**config.mk**
```make
export PLATFORM = sky130hd
export DESIGN_NAME = snake_px_responder
export DESIGN_NICKNAME = d
export VERILOG_FILES = /design/src/rtl/snake_px_responder.sv
export SDC_FILE = /design/constraint.sdc
export NUM_CORES = 1
export LEC_CHECK = 0
export CAP_MARGIN = 20
export CORE_ASPECT_RATIO = 0.8
export CORE_MARGIN = 2
export CORE_UTILIZATION = 30
export DETAILED_ROUTE_END_ITERATION = 8
export PLACE_DENSITY_LB_ADDON = 0.2
export SKIP_LAST_GASP = 1
export SLEW_MARGIN = 30
export SYNTH_ARGS = -nofsm -noshare
export SYNTH_HDL_FRONTEND = slang
export SYNTH_SLANG_ARGS = --single-unit
```
**constraint.sdc**
```tcl
create_clock -name clk -period 2.1 [get_ports clk]
set_input_delay 0.21 -clock clk [delete_from_list [all_inputs] [get_ports clk]]
set_output_delay 0.21 -clock clk [all_outputs]
set_load 0.01 [all_outputs]
```
**src/rtl/snake_px_responder.sv**
```systemverilog
// Avalon-MM pixel responder: decodes (x, y) pixel accesses to a linear frame-buffer index,
// queues writes in a small FIFO and services reads in order behind pending writes.
module snake_px_responder #(
    parameter int unsigned NUM_X      = 320,
    parameter int unsigned NUM_Y      = 240,
    parameter int unsigned X_LSB      = 1,
    parameter int unsigned Y_LSB      = 10,
    parameter int unsigned FIFO_DEPTH = 4
) (
    input  logic        clk,
    input  logic        reset_n,
    input  logic [31:0] px_address,
    input  logic        px_read,
    input  logic        px_write,
    input  logic [15:0] px_writedata,
    output logic [15:0] px_readdata,
    output logic        px_waitrequest,
    output logic [16:0] mem_address,
    output logic        mem_write,
    output logic        mem_read,
    output logic [15:0] mem_writedata,
    input  logic        mem_ready,
    input  logic        mem_rvalid,
    input  logic [15:0] mem_rdata,
    output logic [15:0] px_dropped
);

    localparam int unsigned IDX_W = 17;
    localparam int unsigned PIX_W = 16;
    localparam int unsigned PTR_W = $clog2(FIFO_DEPTH);
    localparam int unsigned CNT_W = PTR_W + 1;

    typedef struct packed {
        logic [IDX_W-1:0] idx;
        logic [PIX_W-1:0] data;
    } wr_entry_t;

    typedef enum logic [2:0] {
        IDLE,
        RD_DRAIN,
        RD_ISSUE,
        RD_WAIT,
        RD_DONE
    } state_t;

    state_t           r_state;
    state_t           w_state_nxt;
    wr_entry_t        r_fifo [FIFO_DEPTH];
    logic [PTR_W-1:0] r_wr_ptr;
    logic [PTR_W-1:0] r_rd_ptr;
    logic [CNT_W-1:0] r_count;
    logic [IDX_W-1:0] r_rd_idx;
    logic             r_rd_oor;
    logic [PIX_W-1:0] r_readdata;
    logic [15:0]      r_dropped;

    logic [8:0]       w_x;
    logic [7:0]       w_y;
    logic             w_in_range;
    logic [IDX_W-1:0] w_idx;
    logic             w_full;
    logic             w_empty;
    logic             w_wr_acc;
    logic             w_push;
    logic             w_drop;
    logic             w_pop;
    wr_entry_t        w_head;
    logic             w_latch_req;
    logic             w_load_en;
    logic [PIX_W-1:0] w_load_data;
    logic             w_mem_read;
    logic             w_unused;

    // Address decode; bits outside the x/y fields are don't-care.
    assign w_x        = px_address[X_LSB+8:X_LSB];
    assign w_y        = px_address[Y_LSB+7:Y_LSB];
    assign w_unused   = ^px_address;
    assign w_in_range = (32'(w_x) < NUM_X) && (32'(w_y) < NUM_Y);
    assign w_idx      = IDX_W'(w_y) * IDX_W'(NUM_X) + IDX_W'(w_x);

    assign w_full   = (r_count == CNT_W'(FIFO_DEPTH));
    assign w_empty  = (r_count == '0);
    assign w_wr_acc = px_write & ~w_full;
    assign w_push   = w_wr_acc & w_in_range;
    assign w_drop   = w_wr_acc & ~w_in_range;
    assign w_head   = r_fifo[r_rd_ptr];
    assign w_pop    = mem_write & mem_ready;

    // A read stalls until its own completion cycle; a concurrent write takes precedence.
    assign px_waitrequest = ~reset_n
                          | (px_write & w_full)
                          | (px_read & ~px_write & (r_state != RD_DONE));

    assign mem_write     = ~w_empty & (r_state != RD_ISSUE);
    assign mem_read      = w_mem_read;
    assign mem_address   = (r_state == RD_ISSUE) ? r_rd_idx : w_head.idx;
    assign mem_writedata = w_head.data;
    assign px_readdata   = r_readdata;
    assign px_dropped    = r_dropped;

    // Write FIFO storage and occupancy.
    always_ff @(posedge clk or negedge reset_n) begin
        if (!reset_n) begin
            r_fifo   <= '{default: '0};
            r_wr_ptr <= '0;
            r_rd_ptr <= '0;
            r_count  <= '0;
        end else begin
            if (w_push) begin
                r_fifo[r_wr_ptr] <= '{idx: w_idx, data: px_writedata};
                r_wr_ptr         <= r_wr_ptr + PTR_W'(1);
            end
            if (w_pop) begin
                r_rd_ptr <= r_rd_ptr + PTR_W'(1);
            end
            case ({w_push, w_pop})
                2'b10:   r_count <= r_count + CNT_W'(1);
                2'b01:   r_count <= r_count - CNT_W'(1);
                default: r_count <= r_count;
            endcase
        end
    end

    // Saturating count of absorbed out-of-range writes.
    always_ff @(posedge clk or negedge reset_n) begin
        if (!reset_n) begin
            r_dropped <= '0;
        end else if (w_drop && (r_dropped != 16'hFFFF)) begin
            r_dropped <= r_dropped + 16'd1;
        end
    end

    always_ff @(posedge clk or negedge reset_n) begin
        if (!reset_n) begin
            r_state <= IDLE;
        end else begin
            r_state <= w_state_nxt;
        end
    end

    always_comb begin
        w_state_nxt = r_state;
        w_latch_req = 1'b0;
        w_load_en   = 1'b0;
        w_load_data = '0;
        w_mem_read  = 1'b0;
        case (r_state)
            IDLE: begin
                if (px_read && !px_write) begin
                    w_latch_req = 1'b1;
                    w_state_nxt = RD_DRAIN;
                end
            end
            RD_DRAIN: begin
                if (w_empty) begin
                    if (r_rd_oor) begin
                        w_load_en   = 1'b1;
                        w_state_nxt = RD_DONE;
                    end else begin
                        w_state_nxt = RD_ISSUE;
                    end
                end
            end
            RD_ISSUE: begin
                w_mem_read = 1'b1;
                if (mem_ready) begin
                    w_state_nxt = RD_WAIT;
                end
            end
            RD_WAIT: begin
                if (mem_rvalid) begin
                    w_load_en   = 1'b1;
                    w_load_data = mem_rdata;
                    w_state_nxt = RD_DONE;
                end
            end
            RD_DONE: begin
                w_state_nxt = IDLE;
            end
            default: begin
                w_state_nxt = IDLE;
            end
        endcase
    end

    // Read request capture and response register.
    always_ff @(posedge clk or negedge reset_n) begin
        if (!reset_n) begin
            r_rd_idx   <= '0;
            r_rd_oor   <= 1'b0;
            r_readdata <= '0;
        end else begin
            if (w_latch_req) begin
                r_rd_idx <= w_idx;
                r_rd_oor <= ~w_in_range;
            end
            if (w_load_en) begin
                r_readdata <= w_load_data;
            end
        end
    end

endmodule

```
# Word-level counts from Yosys, hierarchy flattened
# Cells that the tools add are included.
# totals
input_bits,70
reg_bits,192
elab_cells,90
output_inout_bits,68
# op_classes
reduce_logical,9
n_mul,1
add_sub_neg,6
n_eq_ne,13
bitwise,17
muxes,23
magnitude_cmp,5
# op_table
cell,n
$bwmux 132,1
$mux 33,3
$bmux 33 s2,1
$demux 33 s2,1
$mux 16,2
$add 17x9->17,1
$mux 17,1
$add 16x1->16 const B,1
$ne 16x16->1 const B,1
$mux 3,5
$pmux 3 s4,1
$mul 8x3->11 const B,1
$lt 9x9->1 const B,1
$and 1x1->1,8
$lt 8x8->1 const B,1
$ne 2x2->1 const B,4
$eq 3x2->1 const B,2
$ge 3x3->1 const B,2
$logic_not 3->1,2
$mux 1,6
$not 2->3,2
$pmux 3 s2,1
$not 1->1,5
$add 2x1->2 const B,2
other kinds (15),19

# Depth between registers and ports, before layout
# depth
depth_word,6
ltp_mapped,11
mapped_depth_nobuf,10

# Least setup slack after synthesis
# OpenSTA, ideal clock, no wires.
# synth_path
kind,input to register
start,input px_address[11]
end,register r_rd_idx[16]
n_path_buf,0
setup_slack_ns,-0.410
arrival_ns,2.386
setup_time_ns,0.125
t_required_ns,1.975
path_stages,10
cell_sequence,ha_1 -> ha_1 -> fa_1 -> a211oi_2 -> nor2_2 -> a21o_1 -> a21oi_2 -> xnor2_1 -> a32o_2 -> mux2_2
# synth_via
elab_chain_cells,2
# synth_rtl
item,line,rtl
start: declaration,12,"input logic [31:0] px_address,"
$mul 8x3->11,79,assign w_idx = IDX_W'(w_y) * IDX_W'(NUM_X) + IDX_W'(w_x);
$add 17x9->17,79,
end signal: assignment,194,r_rd_idx <= w_idx;
end: declaration,52,logic [IDX_W-1:0] r_rd_idx;
# Every way passes these cells.
# A chain may end at the register's enable or synchronous reset.

# Worst setup path after layout
# layout_path
start,register r_rd_ptr[0]
end,output mem_address[3]
# layout_via
elab_chain_cells,5
# layout_rtl
item,line,rtl
start: declaration,50,logic [PTR_W-1:0] r_rd_ptr;
start signal: assignment,114,r_rd_ptr <= r_rd_ptr + PTR_W'(1);
$not 2->3 (not written as such),86,assign w_head = r_fifo[r_rd_ptr];
$bmux 33 s2,86,
$mux 33 (not written as such) (2 in series),86,
$mux 17,96,assign mem_address = (r_state == RD_ISSUE) ? r_rd_idx : w_head.idx;
end: declaration,18,"output logic [16:0] mem_address,"
# Every way passes these cells. The select of a mux whose other input is x is not followed.

==> reports/results.tsv <==
stage	metric	value	unit
status	status	complete, but fails checks	
status	violations	setup timing	
placed_design	gp_congestion	0.701	
layout	drive_above_1_share	42.9	%
synthesis	synth.area.top_cells	dfrtp_1 (54%), mux2_2 (15%), mux4_2 (8.4%)	
routing	vias_per_cell	4.63	
clocking	cts_tree	done	
layout	diodes	0	
timing	skew	0.0123	ns
clocking	numCtsBuffers	17	
global_routing	gr-total-overflow	0	
synthesis	synth_top_area_cell	dfrtp_1	
placed_design	dpl.hpwl	13700	um
synthesis	synth_fa_ha_area_share	3.65	%
power_and_ir_drop	p_comb_share	46.9	%
routing	drt-initial-drc-count	155	
power_and_ir_drop	seqPwrFrac	34.1	%
global_routing	grt_pass1_wl	33900	um
layout	fin_util	42.7	%
global_routing	grt_max_degree	108	
synthesis	syn_inst	647	
clocking	clock_sinks	192	
placed_design	preCtsSetupSlack	-0.797	ns
timing	fmax	0.440	GHz
setup_path	path_class	reg2out	
setup_path	crit_path_end_kind	primary output	
setup_path	critPathMaxFanout	7	
routing	drt-pass1-iter-count	4	
floorplan	rows	56	
synthesis	ys_seq_area_share	54.4	%
routing	drt_wl_total	20600	um
global_routing	antenna_found_initial	0	
routing	wl_per_cell	16.4	um
power_and_ir_drop	swShare	30.8	%
floorplan	die_width	196	um
timing	setup_violations	28	
setup_path	cpPeakStageDelay	0.50	ns
setup_path	arrival	2.06	ns
timing	maxSlewViolCount	0	
hold_path	hp-class	in2reg	
routing	route.detailed.drc	0	
synthesis	synthDistinctLibCells	49	
global_routing	grt_pass1_vias	6126	
setup_path	path_delay_family	multiplexers	
clocking	root_buffer	clkbuf_16	
timing	finalHoldViolations	0	
timing	fin_ws	-0.171	ns
clocking	max-clock-path-buffers	2	
setup_path	crit_required	1.89	ns
placed_design	io_buffers	122	
layout	fin_nets	958	
setup_path	critical_path.slowest_cell	mux4_2	
setup_path	cp-start-kind	flip-flop	
power_and_ir_drop	power.density	1480	nW/um^2
floorplan	die_h	158	um
synthesis	ys_seq_elements	192	
setup_path	rrSetupSlack	0.19	ns
power_and_ir_drop	ir_drop	602	uV
timing	finalSetupTns	-2.47	ns
synthesis	synth_compound_area_share	6.31	%
setup_path	crit_chain	buf_12 -> buf_12 -> mux4_2 -> mux2_4 -> buf_6	
power_and_ir_drop	p_int	12800	uW
synthesis	synth_nets	741	
floorplan	core-area	29100	um^2
floorplan	dieArea	30900	um^2
timing	worstMarginPinSlew	0.565	ns
synthesis	synthDominantCellAreaShare	54.4	%
routing	postRouteAntennaNets	0	
synthesis	muxShareOfSynthArea	24.2	%
routing	dr_total_vias	5809	
floorplan	start_util	30.3	%
synthesis	synth_top_family_by_area	multiplexers	
synthesis	synth_xor_area_share	3.36	%
setup_path	critical_path_buf_inv_count	3	
timing	fin_crit_sh	108	%
timing	min_period	2.27	ns
floorplan	ioPinCount	138	
synthesis	syn_area_per_cell	13.7	um^2
run	drv_cap	0	
global_routing	grt_use_total	14.2	%
timing	rsz0062_at_grt	true	
synthesis	yosys_warnings	0	
clocking	clk_latency	0.43	ns
synthesis	syn_area	8840	um^2
clocking	cts.clk_slew.worst_paths	0.08	ns
setup_path	critPathMostFrequentCell	buf_12	
power_and_ir_drop	power_switching	5700	uW
synthesis	synth_simple_gate_area_share	5.93	%
power_and_ir_drop	clkPwrFrac	19.0	%
power_and_ir_drop	p_leak	0.00556	uW
timing	maxSlewHeadroom	62.4	%
layout	area_delta_synth_final	40.8	%
clocking	htreeDepth	4	
==> registers in the layout (all words and copies together) (netlist names) <==
signal,count
r_rd_idx,17
px_readdata,16
r_rd_oor,1
r_rd_ptr,2
px_dropped,16
r_wr_ptr,2
r_fifo,132
r_count,3
r_state,3
==> cells in the mapped netlist, drive strengths merged <==
cell,instances
a211oi,2
a21o,4
a21oi,7
a22o,16
a31oi,1
a32o,1
a32oi,1
a41o,1
a41oi,1
and2,1
and2b,1
and3,4
and4,3
and4b,1
and4bb,1
buf,22
clkbuf,10
dfrtp,192
fa,3
ha,21
inv,12
mux2,123
mux2i,1
mux4,33
nand2,66
nand2b,1
nand3,4
nand3b,2
nand4,5
nor2,13
nor2b,2
nor3,6
nor3b,1
o2111ai,1
o21a,1
o21ai,50
xnor2,20
xor2,13
==> through the flow <==
stage | total power [uW] | hold WS, ns | cells | instance area (um^2)
6_report | 18500 | 0.378 | 1254 | 12400
5_1_grt | 19800 | 0.357 | 1254 | 12400
4_1_cts | 18200 | 0.347 | 1234 | 12100
3_5_place_dp | 14100 | 0.370 | 1189 | 11200
3_3_place_gp | 14000 | 0.375 | 1189 | 11200
2_1_floorplan | 10600 | -0.0856 | 647 | 8920
==> cell families after synthesis <==
| family | Yosys count |
|---|---|
| flip-flops | 192 |
| AND/OR/NAND/NOR | 111 |
| XOR/XNOR | 33 |
| adder cells (fa/ha/maj) | 24 |
| buffers and inverters | 44 |
| AO/OA/AOI/OAI | 86 |
| multiplexers | 157 |
==> area by class of cell <==
cell class	instances	area, um^2
Clock inverter	14	205
Timing Repair Buffer	230	2340
Inverter	12	45.0
Fill cell	2704	16700
Tap cell	377	472
Clock buffer	18	429
Sequential cell	192	4810
Multi-Input combinational cell	411	4140
==> metal layers <==
| layer | vias to the layer above | GRT usage [%] | routed length [um] |
|---|---|---|---|
| met4 | 0 | 3.68 | 201 |
| met1 | 2922 | 19.7 | 10200 |
| met5 | - | 0 | 0 |
| li1 | 2770 | - | - |
| met3 | 13 | 3.69 | 953 |
| met2 | 104 | 22.2 | 9220 |
==> path summary, 6_finish.rpt <==
| path | start | cells after the start | endpoint |
|---|---|---|---|
| min reg2reg | r_fifo[61] | 2 | r_fifo[61] |
| max in group asynchronous | reset_n | 3 | r_rd_ptr[1] |
| min | mem_rdata[1] | 2 | px_readdata[1] |
| max | r_rd_ptr[0] | 5 | mem_address[3] |
| max reg2reg | r_count[0] | 10 | r_count[2] |
| min in group asynchronous | reset_n | 3 | r_fifo[79] |
==> cells in the final DEF (no fill, tap or decap), types with 4 or more instances in the layout <==
| cell type | netlist | final |
|---|---|---|
| o21ai_0 | 46 | 44 |
| mux4_2 | 33 | 33 |
| nand2_2 | 4 | 4 |
| clkdlybuf4s50_1 | 0 | 78 |
| a22o_1 | 16 | 16 |
| nand4_1 | 5 | 5 |
| mux2_2 | 121 | 102 |
| xor2_1 | 13 | 11 |
| clkbuf_2 | 0 | 11 |
| nand2_1 | 62 | 62 |
| clkbuf_16 | 0 | 17 |
| bufinv_16 | 0 | 4 |
| o21ai_1 | 4 | 6 |
| nor2_1 | 11 | 9 |
| a21o_1 | 4 | 4 |
| mux2_4 | 0 | 19 |
| nor3_1 | 6 | 4 |
| ha_1 | 21 | 11 |
| nand3_1 | 4 | 4 |
| ha_4 | 0 | 9 |
| buf_4 | 1 | 74 |
| buf_12 | 0 | 21 |
| xnor2_1 | 19 | 17 |
| dfrtp_1 | 192 | 190 |
| buf_6 | 0 | 36 |
| inv_1 | 12 | 10 |
==> repair_timing <==
action,in CTS,in global routing
endpoints found under the setup margin,61,52
gates resized for setup,158,80
endpoints found under the hold margin,192,0
gates cloned,2,0
setup buffers,12,21
hold buffers,1,0
pin swaps,11,13
==> power groups by stage <==
stage / clock network, uW / logic, uW / registers (uW)
finish: 3510 / 8660 / 6300
global route: 3790 / 9430 / 6540
CTS: 3620 / 8310 / 6280
detailed placement: 0 / 7840 / 6310
global placement: 0 / 7740 / 6300
floorplan: 0 / 4430 / 6150
(Power assumes the default switching activity.)
